===== src/rtl/mixer_nlevel_dec.sv =====
// Multi-level RF mixer with integrate-and-dump decimation.
// Produces one I/Q sum per frame of N valid samples, plus 1-bit RF feedback.
module mixer_nlevel_dec #(
  parameter int BITS     = 16,
  parameter int RF_BITS  = 3,
  parameter int MID_LOG2 = 1,
  parameter int DEC_BITS = 8,
  localparam int MIX_W   = BITS + 1,
  localparam int ACC_W   = MIX_W + DEC_BITS
) (
  input  logic                    CLK,
  input  logic                    RST,
  input  logic                    in_valid,
  input  logic [RF_BITS-1:0]      RF_in,
  input  logic signed [BITS-1:0]  sin_in,
  input  logic signed [BITS-1:0]  cos_in,
  input  logic [DEC_BITS-1:0]     dec_ratio,
  input  logic                    clr,
  output logic                    RF_out,
  output logic signed [ACC_W-1:0] I_out,
  output logic signed [ACC_W-1:0] Q_out,
  output logic                    out_valid
);

  localparam int MID = 1 << MID_LOG2;
  localparam logic [RF_BITS-1:0] MAXC = RF_BITS'(2 * MID);
  localparam logic [RF_BITS-1:0] MIDC = RF_BITS'(MID);

  typedef enum logic {IDLE, ACCUM} state_t;

  logic [RF_BITS-1:0]      code_r;
  logic signed [BITS-1:0]  sin_r;
  logic signed [BITS-1:0]  cos_r;
  logic                    v1;

  logic signed [RF_BITS:0]      d;
  logic signed [BITS+RF_BITS:0] prod_i;
  logic signed [BITS+RF_BITS:0] prod_q;
  logic signed [MIX_W-1:0]      mix_i;
  logic signed [MIX_W-1:0]      mix_q;
  logic                         v2;

  state_t                  state, state_n;
  logic signed [ACC_W-1:0] acc_i, acc_i_n;
  logic signed [ACC_W-1:0] acc_q, acc_q_n;
  logic signed [ACC_W-1:0] sum_i, sum_q;
  logic [DEC_BITS-1:0]     cnt, cnt_n;
  logic [DEC_BITS-1:0]     n_r, n_n, n_eff;
  logic                    dump;

  // Input register with code clamp; RF feedback follows the clamped code.
  always_ff @(posedge CLK) begin
    if (RST) begin
      code_r <= '0;
      sin_r  <= '0;
      cos_r  <= '0;
      v1     <= 1'b0;
      RF_out <= 1'b0;
    end else begin
      code_r <= (RF_in > MAXC) ? MAXC : RF_in;
      sin_r  <= sin_in;
      cos_r  <= cos_in;
      v1     <= in_valid;
      RF_out <= (code_r >= MIDC);
    end
  end

  assign d      = $signed({1'b0, code_r}) - $signed({1'b0, MIDC});
  assign prod_i = d * cos_r;
  assign prod_q = d * sin_r;

  // Mix register: signed level times NCO, scaled down by MID (floor).
  always_ff @(posedge CLK) begin
    if (RST) begin
      mix_i <= '0;
      mix_q <= '0;
      v2    <= 1'b0;
    end else begin
      mix_i <= MIX_W'(prod_i >>> MID_LOG2);
      mix_q <= MIX_W'(prod_q >>> MID_LOG2);
      v2    <= v1;
    end
  end

  assign n_eff = (state == ACCUM) ? n_r :
                 (dec_ratio == '0) ? DEC_BITS'(1) : dec_ratio;
  assign sum_i = acc_i + ACC_W'(mix_i);
  assign sum_q = acc_q + ACC_W'(mix_q);

  // Integrate-and-dump next state; clr beats a completing sample.
  always_comb begin
    state_n = state;
    acc_i_n = acc_i;
    acc_q_n = acc_q;
    cnt_n   = cnt;
    n_n     = n_eff;
    dump    = 1'b0;
    if (clr) begin
      state_n = IDLE;
      acc_i_n = '0;
      acc_q_n = '0;
      cnt_n   = '0;
    end else if (v2) begin
      if (DEC_BITS'(cnt + 1'b1) == n_eff) begin
        dump    = 1'b1;
        state_n = IDLE;
        acc_i_n = '0;
        acc_q_n = '0;
        cnt_n   = '0;
      end else begin
        state_n = ACCUM;
        acc_i_n = sum_i;
        acc_q_n = sum_q;
        cnt_n   = cnt + 1'b1;
      end
    end
  end

  // Frame state, accumulators and held outputs.
  always_ff @(posedge CLK) begin
    if (RST) begin
      state     <= IDLE;
      acc_i     <= '0;
      acc_q     <= '0;
      cnt       <= '0;
      n_r       <= DEC_BITS'(1);
      out_valid <= 1'b0;
      I_out     <= '0;
      Q_out     <= '0;
    end else begin
      state     <= state_n;
      acc_i     <= acc_i_n;
      acc_q     <= acc_q_n;
      cnt       <= cnt_n;
      n_r       <= n_n;
      out_valid <= dump;
      if (dump) begin
        I_out <= sum_i;
        Q_out <= sum_q;
      end
    end
  end

endmodule

===== config.mk =====
export PLATFORM = sky130hd
export DESIGN_NAME = mixer_nlevel_dec
export DESIGN_NICKNAME = d
export VERILOG_FILES = /design/src/rtl/mixer_nlevel_dec.sv
export SDC_FILE = /design/constraint.sdc
export NUM_CORES = 1
export LEC_CHECK = 0
export CORE_MARGIN = 2
export CORE_UTILIZATION = 55
export DETAILED_ROUTE_END_ITERATION = 7
export PLACE_DENSITY = 0.85
export RECOVER_POWER = 100
export SETUP_SLACK_MARGIN = 0.5
export SYNTH_ARGS = -nofsm -noshare
export SYNTH_HDL_FRONTEND = slang
export SYNTH_SLANG_ARGS = --single-unit

===== constraint.sdc =====
create_clock -name CLK -period 11.7 [get_ports CLK]
set_clock_uncertainty 0.1 [all_clocks]
set_input_delay 2.34 -clock CLK [delete_from_list [all_inputs] [get_ports CLK]]
set_output_delay 2.34 -clock CLK [all_outputs]
set_load 0.05 [all_outputs]

; After elaboration in Yosys (flattened, before gate mapping)
; Index checks and enable logic that the tools add are counted.
[classes]
add_sub_neg = 4
mul = 2
n_lt_le_gt_ge = 2
n_eq_ne = 1
muxes = 10
n_reduce_logical = 3
[ops]
columns = cell, count
row1 = 25-bit by 17-bit adder with 25-bit output, 2
row2 = 25-bit 2-to-1 mux, 2
row3 = 4-bit by 16-bit multiplier with 18-bit output, 2
row4 = 8-bit 2-to-1 mux, 3
row5 = 8-bit by 1-bit adder with 8-bit output (second input constant), 1
row6 = 8-bit == test, 1
row7 = 8-bit zero test, 1
row8 = 1-bit 2-to-1 mux, 4
row9 = 2-bit OR reduction, 2
row10 = 3-bit by 2-bit subtractor with 4-bit output (second input constant), 1
row11 = 3-bit by 2-bit greater-or-equal comparator with 1-bit output (second input constant), 1
row12 = 3-bit > comparator (second input constant), 1
row13 = 3-bit 2-to-1 mux, 1
[totals]
regBits = 190
inputBits = 47
output_inout_bits = 52
wordCells = 39

; Logic depth before layout (Yosys ltp)
; Gate-level depths: netlist of run 1.
[depth]
depth_word = 7
depth_mapped = 21
mapped_depth_nobuf = 19

; Worst setup path after synthesis of run 1
; Ideal clock, no wire load.
[synth_path]
path_kind = register to register
start = register code_r[1]
end = register mix_i[16]
setup_time_ps = 128
t_arrival_ps = 5222
t_required_ps = 11472
setup_slack_ps = 6251
path_stages_with_launch = 20
path_buffers = 2
period_less_slack_ps = 5449
cell_sequence = dfxtp_1 -> clkbuf_1 -> inv_1 -> ha_1 -> clkbuf_1 -> nand2b_1 -> fa_1 -> fa_1 -> fa_1 -> inv_1 -> ha_1 -> fa_1 -> a21oi_1 -> o21bai_1 -> a2111oi_0 -> o31ai_1 -> o41ai_1 -> o21ai_0 -> xnor2_1 -> nor2_1
[synth_via]
elab_chain_cells = 2
[synth_rtl]
columns = item, line
row1 = from (decl), 31  ; logic [RF_BITS-1:0] code_r;
row2 = from (signal assigned), 60  ; code_r <= (RF_in > MAXC) ? MAXC : RF_in;
row3 = 3-bit by 2-bit subtractor with 4-bit output, 68  ; assign d = $signed({1'b0, code_r}) - $signed({1'b0, MIDC});
row4 = 4-bit by 16-bit multiplier with 18-bit output, 69  ; assign prod_i = d * cos_r;
row5 = to (signal assigned), 79  ; mix_i <= MIX_W'(prod_i >>> MID_LOG2);
row6 = to (decl), 39  ; logic signed [MIX_W-1:0] mix_i;
; No other way between the ends.
; A chain may end at the register's enable or synchronous reset.

==> results.toml, run 1 <==
[outcome]
status = "complete, but fails checks"
violations = "capacitance limit, slew limit"

[logic_synthesis]
async_reset_ff_share_pct = 0
yosys_warnings = 0
syn-cell-area_um2 = 12600
ys_seq_elements = 190
yosys.cell_types.count = 69
seq_area_frac_synth_pct = 30.2
syn_avg_cell_area_um2 = 8.95
synthCells = 1406
synth_edf_count = 0
synth_ff_type = "dfxtp_1"
syn-num-nets = 1627

[place]
hpwl_um = 19900
dp_slack_ps = 5350
port_buffers = 98
gp_congestion = 0.936

[drt]
vias = 10000
drtIter0Drc = 624
drc = 0
wl_per_cell_um = 15.4
dr.pass1.iters = 6
ant_nets = 0
vias_per_cell = 5.66
finalWirelength_um = 27300

[clock_tree]
htreeDepth = 4
hold_buffers = 0
tritoncts = "done"
clkLatencyLatePin_ps = 450
cts_max_path_buffers = 2
cts_setup_buffers = 0
cts_resized = 0
cts_sinks = 190
cts_root_buffer = "clkbuf_16"
numCtsBuffers = 17
clkTransAtPathRegs_ps = 70

[worst_setup_path]
cpMostUsedCell = "clkbuf_1"
startpoint_type = "input port"
crit_family = "buffers and inverters"
path_cells = "clkbuf_1 -> clkbuf_1 -> nand2b_1 -> o22ai_1"
path_class = "input port to register"
timing.rr.start = "code_r[1]$_SDFF_PP0_"
r2r-end = "mix_i[16]$_SDFF_PP0_"
path_max_fanout = 106
worst-endpoint-arrival_ps = 6910
critPathMaxStageDelay_ps = 2980
cp-end-kind = "register"
regToRegSetupSlack_ps = 5070
cpMaxStageDelayCell = "clkbuf_1"
r2r_cells = 18
cp_data_required_time_ps = 11840
critPathBufInv = 2

[floorplanning]
initial_core_util_pct = 55.8
fp.dieW_um = 155
num_rows = 55
die_h_um = 155
ioPinCount = 99
die_area_um2 = 24100
core_um2 = 22600

[power_and_ir_drop]
power.leakage_uw = 0.00621
internal-power_uw = 1260
ir_drop_mv = 0.104
power.switching_uw = 661
p_seq_share_pct = 37.9
swShare_pct = 34.4
power_frac_comb_pct = 32.5
powerDensity_nw_per_um2 = 134
power.share.clock_pct = 29.6

[worst_hold_path]
hold_path_end = "I_out[21]$_SDFFE_PP0P_"
min_from = "I_out[21]$_SDFFE_PP0P_"
hp-class = "register to register"
hold_depth = 2

[grt]
grt_pass1_wl_um = 46700
grtUsageTotal_pct = 23.5
gr-total-overflow = 0
grt_pass1_vias = 9857
antenna_found_initial = 0
grt_start_max_net_pins = 107

[timing]
hold_viol = 0
fin_crit_sh_pct = 57.9
drv_slew = 246
min_period_ps = 6770
setup_violations = 0
tns_ps = 0
rsz0062_at_grt = "no"
max_freq_mhz = 148
setup_slack_ps = 4930
slew_headroom_pct = -179
worstMarginPinSlew_ps = 4180

[cells_and_area]
nNetsFinal = 1692
layout_common_cells = "dfxtp_1 (189), nor2_1 (152), nor2b_1 (114)"
drive_gt1_share_pct = 3.23
area_delta_synth_final_pct = 13.5
antennaDiodeCount = 0
final_common_cell = "dfxtp_1"

[flow_run]
cap_viol_max_count = 5
-- final cells by class --
| cell class | instances | area, um2 |
|---|---|---|
| Clock buffer | 21 | 470 |
| Clock inverter | 11 | 100 |
| Fill cell | 1876 | 8290 |
| Inverter | 51 | 191 |
| Multi-Input combinational cell | 1105 | 8340 |
| Sequential cell | 190 | 3800 |
| Tap cell | 285 | 357 |
| Timing Repair Buffer | 106 | 1020 |
-- power groups by stage --
stage	clock (uW)	combinational [uW]	sequential (uW)
after detailed placement	0	607	741
final	569	624	728
after floorplan	0	478	728
after global routing	603	702	734
after CTS	577	622	727
after global placement	0	592	742
-- worst reg2reg max path: stages (launching register included) --
cell       delay, ps
dfxtp_1          310
buf_4            300
inv_1            150
ha_1             960
nand2b_1         230
fa_1             450
fa_1             520
fa_1             520
inv_1             40
ha_1             220
fa_1             410
a21oi_1          160
o21bai_1         130
a2111oi_0        650
o31ai_1          220
o41ai_1          450
o21ai_0          220
xnor2_1          220
nor2_1            70
-- cells in the mapped netlist (all sizes together), types with 5 or more instances --
cell type,n,area [um2]
o31ai,9,67.6
o21a,12,90.1
a21o,29,218
mux2i,41,418
or3,16,100
nand3,37,185
inv,51,191
a21oi,104,521
nor2b,114,713
nand2b,48,300
and2,27,169
o21bai,10,75.1
xor2,36,315
nand3b,11,82.6
or2,5,31.3
ha,112,1400
nor3,19,100
buf,12,67.6
xnor2,50,438
a211oi,8,60.1
a31oi,5,31.3
and3,14,87.6
fa,62,1240
clkbuf,48,180
nand4,6,37.5
nand2,63,236
o22ai,7,43.8
o211ai,7,57.6
dfxtp,190,3800
o21ai,45,225
nor2,152,571
-- logic make-up after synthesis --
logic type,synth area share (%)
simple gates,21.6
flops,30.2
mux,3.53
xor+xnor,6.16
fa+ha+maj,21.0
buf+inv,3.49
compound gates,14.0
-- state kept, by name, summed over array words and instances, names as in the netlist, 3 cells and up --
register and flops:
I_out 25, Q_out 25, acc_i 25, acc_q 25
mix_i 17, mix_q 17, cos_r 16, sin_r 16
cnt 8, n_r 8, code_r 3
-- metrics by stage --
stage / total power, uW / utilization [%] / instances / hold WS [ps] / cell area [um2]
detailed placement: 1350 / 60.9 / 1737 / 351 / 13700
CTS: 1930 / 63.4 / 1769 / 361 / 14300
global route: 2040 / 63.3 / 1769 / 381 / 14300
floorplan: 1210 / - / 1406 / 314 / 12600
global placement: 1330 / 60.9 / 1737 / 341 / 13700
finish: 1920 / 63.3 / 1769 / 355 / 14300
-- routing by layer --
layer	vias up	wire length, um	track usage (%)
li1	4971	-	-
met1	4721	13000	31.8
met2	269	12400	38.1
met3	54	1170	3.65
met4	0	691	8.65
met5	-	0	0
-- how the worst max path moves through the flow --
stage                         startpoint                     end  slack (ps)  cells after the start
floorplan           code_r[1]$_SDFF_PP0_    mix_i[16]$_SDFF_PP0_        6250                     19
global placement    code_r[1]$_SDFF_PP0_    mix_i[16]$_SDFF_PP0_        5560                     18
detailed placement  code_r[1]$_SDFF_PP0_    mix_i[16]$_SDFF_PP0_        5350                     18
CTS                 code_r[1]$_SDFF_PP0_    mix_i[16]$_SDFF_PP0_        5280                     18
global route                         RST  Q_out[12]$_SDFFE_PP0P_        4200                      4
finish                               RST  Q_out[17]$_SDFFE_PP0P_        4930                      4
Power figures use the tool's default switching activity.
==> run 2, diff against run 1 <==
clock period = 6.4 ns   (was 11.7 ns; I/O delays follow)
==> results.toml, run 2 (synthesized netlist as in run 1, its figures left out) <==
[outcome]
status = "complete, but fails checks"
violations = "capacitance limit, slew limit"

[cells_and_area]
antennaDiodeCount = 0
fillerInstances = 1841
final_common_cell = "dfxtp_1"
drive_gt1_share_pct = 3.37
area_delta_synth_final_pct = 13.3
multi_input_area_um2 = 8330
seqCellArea_um2 = 3800
layout_common_cells = "dfxtp_1 (189), nor2_1 (152), nor2b_1 (114)"
nNetsFinal = 1692

[floorplanning]
num_rows = 55
die_area_um2 = 24100
core_um2 = 22600
initial_core_util_pct = 55.8
die_h_um = 155
ioPinCount = 99
fp.dieW_um = 155

[clock_tree]
cts_resized = 0
cts_max_path_buffers = 2
tritoncts = "done"
clkLatencyLatePin_ps = 440
numCtsBuffers = 17
cts_root_buffer = "clkbuf_16"
hold_buffers = 0
htreeDepth = 4
clkTransAtPathRegs_ps = 80
cts_setup_buffers = 0
cts_sinks = 190

[power_and_ir_drop]
power.leakage_uw = 0.00619
swShare_pct = 34.8
ir_drop_mv = 0.150
powerDensity_nw_per_um2 = 246
p_seq_share_pct = 38.1
internal-power_uw = 2290
power_frac_comb_pct = 32.8
power.switching_uw = 1220
power.share.clock_pct = 29.1

[worst_hold_path]
hold_depth = 2
hp-class = "register to register"
hold_path_end = "I_out[16]$_SDFFE_PP0P_"
min_from = "I_out[16]$_SDFFE_PP0P_"

[drt]
met3_wirelength_um = 1240
met2_length_um = 13100
finalWirelength_um = 27800
vias = 10100
wl_met1_um = 13100
ant_nets = 0
wl_per_cell_um = 15.7
drtIter0Drc = 660
drc = 0
dr.pass1.iters = 7
vias_per_cell = 5.72
topRoutingLayerUsed = "met4"

[grt]
grtUsageTotal_pct = 23.7
gr-total-overflow = 0
antenna_found_initial = 0
grt_pass1_wl_um = 47200
grt_pass1_vias = 9870
grt_start_max_net_pins = 107

[worst_setup_path]
path_class = "register to register"
cp_data_required_time_ps = 6440
worst-endpoint-arrival_ps = 5830
timing.rr.start = "code_r[1]$_SDFF_PP0_"
path_cells = "inv_1 -> ha_1 -> clkbuf_2 -> nor2b_1 -> ha_1 -> inv_1 -> fa_1 -> fa_1 -> inv_1 -> ha_1 -> fa_1 -> a21oi_1 -> o21bai_1 -> a2111oi_0 -> o31ai_1 -> o41ai_1 -> o21ai_0 -> xnor2_1 -> nor2_1"
r2r-end = "mix_i[16]$_SDFF_PP0_"
regToRegSetupSlack_ps = 610
cp-end-kind = "register"
cpMaxStageDelayCell = "a2111oi_0"
startpoint_type = "register"
r2r_cells = 19
critPathBufInv = 4
crit_family = "adder cells"
critPathMaxStageDelay_ps = 660
path_max_fanout = 30

[timing]
hold_viol = 0
setup_violations = 0
tns_ps = 0
drv_slew = 165
max_freq_mhz = 173
fin_crit_sh_pct = 90.5
min_period_ps = 5790
slew_headroom_pct = -192
worstMarginPinSlew_ps = 4380
setup_slack_ps = 609
rsz0062_at_grt = "no"

[place]
dp_slack_ps = 933
gp_congestion = 0.857
port_buffers = 98
hpwl_um = 20400

[flow_run]
cap_viol_max_count = 3
run 2: layout make-up:
class / count / area share, %
repair buffers: 106 / 7.14
flip-flops and latches: 190 / 26.7
clock buffers: 18 / 3.08
well taps: 285 / 2.50
multi-input cells: 1105 / 58.4
inverters: 51 / 1.34
clock inverters: 14 / 0.860
run 2: how the worst max path moves through the flow:
stage / startpoint / end / slack, ps / cells past startpoint
6_report: code_r[1]$_SDFF_PP0_ / mix_i[16]$_SDFF_PP0_ / 610 / 19
5_1_grt: code_r[1]$_SDFF_PP0_ / mix_i[16]$_SDFF_PP0_ / 350 / 19
4_1_cts: code_r[1]$_SDFF_PP0_ / mix_i[16]$_SDFF_PP0_ / 910 / 17
3_5_place_dp: code_r[1]$_SDFF_PP0_ / mix_i[16]$_SDFF_PP0_ / 930 / 17
3_3_place_gp: code_r[1]$_SDFF_PP0_ / mix_i[16]$_SDFF_PP0_ / 1260 / 16
2_1_floorplan: code_r[1]$_SDFF_PP0_ / mix_i[16]$_SDFF_PP0_ / 950 / 19
run 2: metrics by stage:
| stage | std cells | total power, uW | hold slack (ps) | utilization, % | area, um2 |
|---|---|---|---|---|---|
| 3_3_place_gp | 1737 | 2440 | 342 | 60.9 | 13700 |
| 4_1_cts | 1769 | 3510 | 356 | 63.4 | 14300 |
| 2_1_floorplan | 1406 | 2200 | 314 | - | 12600 |
| 3_5_place_dp | 1737 | 2480 | 346 | 60.9 | 13700 |
| 5_1_grt | 1769 | 3710 | 372 | 63.2 | 14300 |
| 6_report | 1769 | 3510 | 355 | 63.2 | 14300 |
run 2: routing by layer:
| layer | track usage [%] | vias up |
|---|---|---|
| li1 | - | 4960 |
| met1 | 32.3 | 4856 |
| met2 | 39.7 | 276 |
| met3 | 3.43 | 34 |
| met4 | 6.38 | 0 |
| met5 | 0 | - |
run 2: tightest hold or removal path, cell delays in order (launching register included):
cell and delay (ps):
dfxtp_1 310, nand2_1 50, a21oi_1 50
run 2: power groups by stage:
| stage | registers, uW | logic, uW | clock network (uW) |
|---|---|---|---|
| 5_1_grt | 1340 | 1280 | 1090 |
| 6_report | 1340 | 1150 | 1020 |
| 3_5_place_dp | 1360 | 1120 | 0 |
| 3_3_place_gp | 1360 | 1080 | 0 |
| 2_1_floorplan | 1330 | 874 | 0 |
| 4_1_cts | 1330 | 1140 | 1040 |
